`src/rtl/uart_pkg.sv`:
```
// Shared UART definitions used by both the transmit and receive paths:
// default frame geometry, line levels and the one-hot FSM state encoding.
package uart_pkg;

  localparam int NB_DATA_DFLT = 8;
  localparam int SB_TICK_DFLT = 16;

  localparam logic LINE_IDLE = 1'b1;
  localparam logic START_BIT = 1'b0;

  localparam logic [4:0] ST_IDLE   = 5'b00001;
  localparam logic [4:0] ST_START  = 5'b00010;
  localparam logic [4:0] ST_DATA   = 5'b00100;
  localparam logic [4:0] ST_PARITY = 5'b01000;
  localparam logic [4:0] ST_STOP   = 5'b10000;

  typedef enum logic [4:0] {
    IDLE   = ST_IDLE,
    START  = ST_START,
    DATA   = ST_DATA,
    PARITY = ST_PARITY,
    STOP   = ST_STOP
  } state_t;

endpackage

```
`src/rtl/uart_sync.sv`:
```
// Two-flop synchronizer for an asynchronous single-bit input.
// Both flops reset to RST_VAL so a reset never looks like a line transition.
module uart_sync #(
  parameter logic RST_VAL = 1'b1
) (
  input  logic i_clk,
  input  logic i_reset,
  input  logic async_in,
  output logic sync_out
);

  logic meta;

  always_ff @(posedge i_clk) begin
    if (i_reset) begin
      meta     <= RST_VAL;
      sync_out <= RST_VAL;
    end else begin
      meta     <= async_in;
      sync_out <= meta;
    end
  end

endmodule

```
`src/rtl/uart_rx.sv`:
```
// UART receiver: LSB-first, idle-high line, mid-bit sampling on the shared oversample tick.
// Define UART_RX_PARITY_EN to add an even-parity bit between data and stop (o_parity_err).
module uart_rx
  import uart_pkg::*;
#(
  parameter int NB_DATA = NB_DATA_DFLT,
  parameter int SB_TICK = SB_TICK_DFLT
) (
  input  logic               i_clk,
  input  logic               i_reset,
  input  logic               i_tick,
  input  logic               i_rx_data,
  output logic [NB_DATA-1:0] o_data,
  output logic               o_valid,
  output logic               o_frame_err,
`ifdef UART_RX_PARITY_EN
  output logic               o_parity_err,
`endif
  output logic               o_busy
);

  localparam int TW = $clog2(SB_TICK);
  localparam int BW = $clog2(NB_DATA + 1);

  localparam logic [TW-1:0] HALF_LAST = TW'(SB_TICK / 2 - 1);
  localparam logic [TW-1:0] BIT_LAST  = TW'(SB_TICK - 1);
  localparam logic [BW-1:0] DATA_LAST = BW'(NB_DATA - 1);

  logic               rx_s;
  logic               rx_prev;
  logic               fall;
  state_t             state;
  logic [TW-1:0]      tick_cnt;
  logic [BW-1:0]      bit_cnt;
  logic [NB_DATA-1:0] shreg;
`ifdef UART_RX_PARITY_EN
  logic               par_bit;
`endif

  uart_sync #(
    .RST_VAL (LINE_IDLE)
  ) u_sync (
    .i_clk    (i_clk),
    .i_reset  (i_reset),
    .async_in (i_rx_data),
    .sync_out (rx_s)
  );

  // Only a genuine high-to-low transition starts a frame; a line held low never re-arms.
  assign fall   = (rx_prev == LINE_IDLE) && (rx_s == START_BIT);
  assign o_busy = (state != IDLE);

  // The shift register carries data only, so it is left out of reset.
  always_ff @(posedge i_clk) begin
    if (i_tick && (state == DATA) && (tick_cnt == BIT_LAST)) begin
      shreg <= {rx_s, shreg[NB_DATA-1:1]};
    end
  end

  always_ff @(posedge i_clk) begin
    if (i_reset) begin
      rx_prev      <= LINE_IDLE;
      state        <= IDLE;
      tick_cnt     <= '0;
      bit_cnt      <= '0;
      o_data       <= '0;
      o_valid      <= 1'b0;
      o_frame_err  <= 1'b0;
`ifdef UART_RX_PARITY_EN
      par_bit      <= 1'b0;
      o_parity_err <= 1'b0;
`endif
    end else begin
      rx_prev      <= rx_s;
      o_valid      <= 1'b0;
      o_frame_err  <= 1'b0;
`ifdef UART_RX_PARITY_EN
      o_parity_err <= 1'b0;
`endif
      case (state)
        // A tick coinciding with the start edge is deliberately dropped.
        IDLE: begin
          if (fall) begin
            state    <= START;
            tick_cnt <= '0;
          end
        end

        START: begin
          if (i_tick) begin
            if (tick_cnt == HALF_LAST) begin
              tick_cnt <= '0;
              if (rx_s == START_BIT) begin
                state   <= DATA;
                bit_cnt <= '0;
              end else begin
                state <= IDLE;
              end
            end else begin
              tick_cnt <= tick_cnt + TW'(1);
            end
          end
        end

        DATA: begin
          if (i_tick) begin
            if (tick_cnt == BIT_LAST) begin
              tick_cnt <= '0;
              bit_cnt  <= bit_cnt + BW'(1);
              if (bit_cnt == DATA_LAST) begin
`ifdef UART_RX_PARITY_EN
                state <= PARITY;
`else
                state <= STOP;
`endif
              end
            end else begin
              tick_cnt <= tick_cnt + TW'(1);
            end
          end
        end

`ifdef UART_RX_PARITY_EN
        PARITY: begin
          if (i_tick) begin
            if (tick_cnt == BIT_LAST) begin
              tick_cnt <= '0;
              par_bit  <= rx_s;
              state    <= STOP;
            end else begin
              tick_cnt <= tick_cnt + TW'(1);
            end
          end
        end
`endif

        // Returning to IDLE at stop mid-bit leaves half a bit to catch the next start edge.
        STOP: begin
          if (i_tick) begin
            if (tick_cnt == BIT_LAST) begin
              tick_cnt <= '0;
              state    <= IDLE;
              if (rx_s != LINE_IDLE) begin
                o_frame_err <= 1'b1;
              end
`ifdef UART_RX_PARITY_EN
              else if (^{shreg, par_bit}) begin
                o_parity_err <= 1'b1;
              end
`endif
              else begin
                o_data  <= shreg;
                o_valid <= 1'b1;
              end
            end else begin
              tick_cnt <= tick_cnt + TW'(1);
            end
          end
        end

        default: state <= IDLE;
      endcase
    end
  end

endmodule
```
`config.mk`:
```
export PLATFORM = sky130hd
export DESIGN_NAME = uart_rx
export DESIGN_NICKNAME = d
export VERILOG_FILES = /design/src/rtl/uart_pkg.sv /design/src/rtl/uart_sync.sv /design/src/rtl/uart_rx.sv
export SDC_FILE = /design/constraint.sdc
export NUM_CORES = 1
export LEC_CHECK = 0
export CAP_MARGIN = 40
export CORE_MARGIN = 10
export CORE_UTILIZATION = 39
export CTS_CLUSTER_DIAMETER = 150
export DETAILED_ROUTE_END_ITERATION = 8
export SLEW_MARGIN = 20
export SYNTH_ARGS = -nofsm -noshare
export SYNTH_HDL_FRONTEND = slang
export SYNTH_HIERARCHICAL = 1
export SYNTH_SLANG_ARGS = --single-unit
```
`constraint.sdc`:
```
create_clock -name i_clk -period 2.34 [get_ports i_clk]
set_input_delay 0.702 -clock i_clk [delete_from_list [all_inputs] [get_ports i_clk]]
set_output_delay 0.702 -clock i_clk [all_outputs]
set_load 0.01 [all_outputs]
```
==> impl_metrics.toml, run 1 <==
[drt]
routed_wl_um = 2701
vias = 1002
via_per_inst = 5.112
drcViolationCount = 0
dr.pass1.iters = 4
initialDrtViolationCount = 63
ant_nets = 0
wl_per_cell_um = 13.78

[floorplan]
die-area_mm2 = 0.006421
num_rows = 21
die_h_um = 80.13
die_x_um = 80.13
start_util = 0.4128
fp.coreArea_mm2 = 0.003416
pin_count = 15

[pwr]
power.leakage_uw = 0.0006985
irDropWorstVdd_uv = 417.3
power-per-cell-area_mw_per_mm2 = 616.7

[clock_network]
path_clk_slew_ns = 0.10
cts_made_buffers = 5
cts.sinks = 33
cts_setup_buffers = 0
cts_hold_buffers = 0
cts_tree = "done"
root_buffer = "clkbuf_4"
cts_buffer_depth = 2
cts_max_level = 2
clock_latency_ns = 0.33

[yosys]
synth_edf_count = 8
ys_warn_count = 6
postSynthCellCount = 127
yosysTopAreaCell = "dfxtp_1"
synthesis.nets = 133
ys_seq_area_frac = 0.5253
yosysMostFrequentCell = "dfxtp_1"
ys_types = 42
netlist_area_mm2 = 0.001410
synth_area_leaders = "dfxtp_1, edfxtp_1, mux2i_1, nand3b_1, nor2_1"
synth.cells.most_frequent = "dfxtp_1, nor2_1, mux2i_1"
syn_area_per_cell_um2 = 11.10
ys_seq_elements = 33
async_reset_ff_frac = 0
yosys_most_used_dff = "dfxtp_1"
yosys.area.top_type_share = 0.3549

[setup_path]
start_kind = "flop"
critPathKind = "reg2out"
r2r_slack_ns = 0.49
crit_fanout = 7
end_kind = "output port"
cp.required_ns = 1.64
critPathArrivalTime_ns = 1.30

[run]
drv_cap = 0

[sta]
min_period_over_period = 0.8562
fin_skew_ns = 0.006064
final-hold-violation-count = 0
relSlewSlack = 0.6598
setup-tns-final_ns = 0
setup_viol = 0
period_minus_slack_ns = 2.003
slew_violations = 0
fmaxAchievable_mhz = 499.1
fin_ws_ns = 0.3365
rsz0062_at_grt = "false"
worstMarginPinSlew_ns = 0.5057

[placed_design]
gp_congestion = 0.7621
portBuffers = 14
place_inst = 188
pre_cts_ws_ns = 0.07448
dp_hpwl_um = 2019

[global_routing]
first_global_vias = 969
track_usage = 0.09008
antenna_found_initial = 0
grt_max_degree = 13
grt_pass1_wl_um = 4574
overflow = 0

[finish]
fillers = 328
register_area_um2 = 743.2
drive_gt1_frac = 0.1533
area_growth_pct = 23.16
antennaDiodeCount = 0
nets = 155
multi_input_area_um2 = 634.4
fin_cells = 196

[worst_hold_path]
holdCritPathClass = "reg2reg"

[status]
status = "completed"
layer usage:
layer,vias up,part of all wire,global-route usage
li1,506,-,-
met1,478,0.50,0.1110
met2,13,0.44,0.1348
met3,5,0.046,0.04009
met4,0,0.017,0.03345
met5,-,0,0
cell families after synthesis:
family,count (synthesis),synth area share
xor+xnor,3,0.01864
compound gates,22,0.1269
buf+inv,10,0.03105
mux,10,0.07099
simple gates,47,0.2094
flops,33,0.5253
fa+ha+maj,2,0.01774
state kept, by name, summed over array words and instances (netlist names):
name and flops:
rx_prev 1, u_sync/meta 1, tick_cnt 4, o_frame_err 1, bit_cnt 4, state 4, u_sync/sync_out 1, o_data 8
shreg 8, o_valid 1
report_power, final:
part           switching [uW]  internal (uW)  total, uW
clock                     193            222        415
combinational            31.0           34.0       65.0
sequential               5.47            585        591
total                     229            842       1070
placed cells by master (no fill, tap or decap), drive strengths merged, types with 2 or more instances in the layout:
cell type | synthesis | routed
nand2 | 4 | 4
or3b | 2 | 2
nand3 | 5 | 5
or2b | 4 | 4
nor2 | 11 | 11
ha | 2 | 2
clkbuf | 4 | 6
mux2i | 10 | 10
a311oi | 2 | 2
or2 | 3 | 3
inv | 3 | 3
a211oi | 3 | 3
clkdlybuf4s50 | 0 | 13
nand3b | 6 | 6
buf | 3 | 8
nor4b | 3 | 3
and3 | 2 | 2
dfxtp | 25 | 25
a21oi | 4 | 4
edfxtp | 8 | 8
o21ai | 4 | 4
nand2b | 4 | 4
xor2 | 3 | 3
final cells by class:
| class | count | area share |
|---|---|---|
| clock buffer | 6 | 0.02378 |
| multi-input combinational | 84 | 0.3653 |
| timing repair buffer | 22 | 0.1239 |
| tap | 46 | 0.03314 |
| sequential | 33 | 0.4280 |
| inverter | 3 | 0.006484 |
| clock inverter | 2 | 0.01945 |
metrics by stage:
step                      power, uW    util  instance area, um^2  hold WS, ns
after detailed placement      667.4  0.4824                 1648       0.3931
after global routing           1112  0.5084                 1737       0.4363
final                          1071  0.5084                 1737       0.4168
after global placement        666.9  0.4824                 1648       0.3916
after floorplan               638.9       -                 1410       0.3854
after CTS                      1082  0.5073                 1733       0.4208
critical path, stage by stage (launching register included):
cell and delay (ns):
dfxtp_2 0.38, nor4b_4 0.34, inv_2 0.08, dlymetal6s2s_1 0.18
path summary, 6_finish.rpt:
path / start / end / cells after the start
setup / recovery: state[2] / o_busy / 3
hold / removal: u_sync/meta / u_sync/sync_out / 1
setup reg to reg: state[4] / bit_cnt[0] / 6
hold reg to reg: u_sync/meta / u_sync/sync_out / 1
what timing repair did:
action / CTS / global route
pin swaps: 0 / 1
cloned: 0 / 0
setup endpoints to repair: 1 / 1
resized for setup: 2 / 2
Note: power is estimated with default switching activity, not from simulation.
==> run 2: changes to the inputs <==
--- a/config.mk
+++ b/config.mk
@@ -8,7 +8,7 @@
 export CAP_MARGIN = 40
 export CORE_MARGIN = 10
 export CORE_UTILIZATION = 39
-export CTS_CLUSTER_DIAMETER = 150
+export CTS_CLUSTER_DIAMETER = 100
 export DETAILED_ROUTE_END_ITERATION = 8
 export SLEW_MARGIN = 20
 export SYNTH_ARGS = -nofsm -noshare
==> results of run 2 <==
No change in the layout: final DEF, timing and power equal those of run 1.
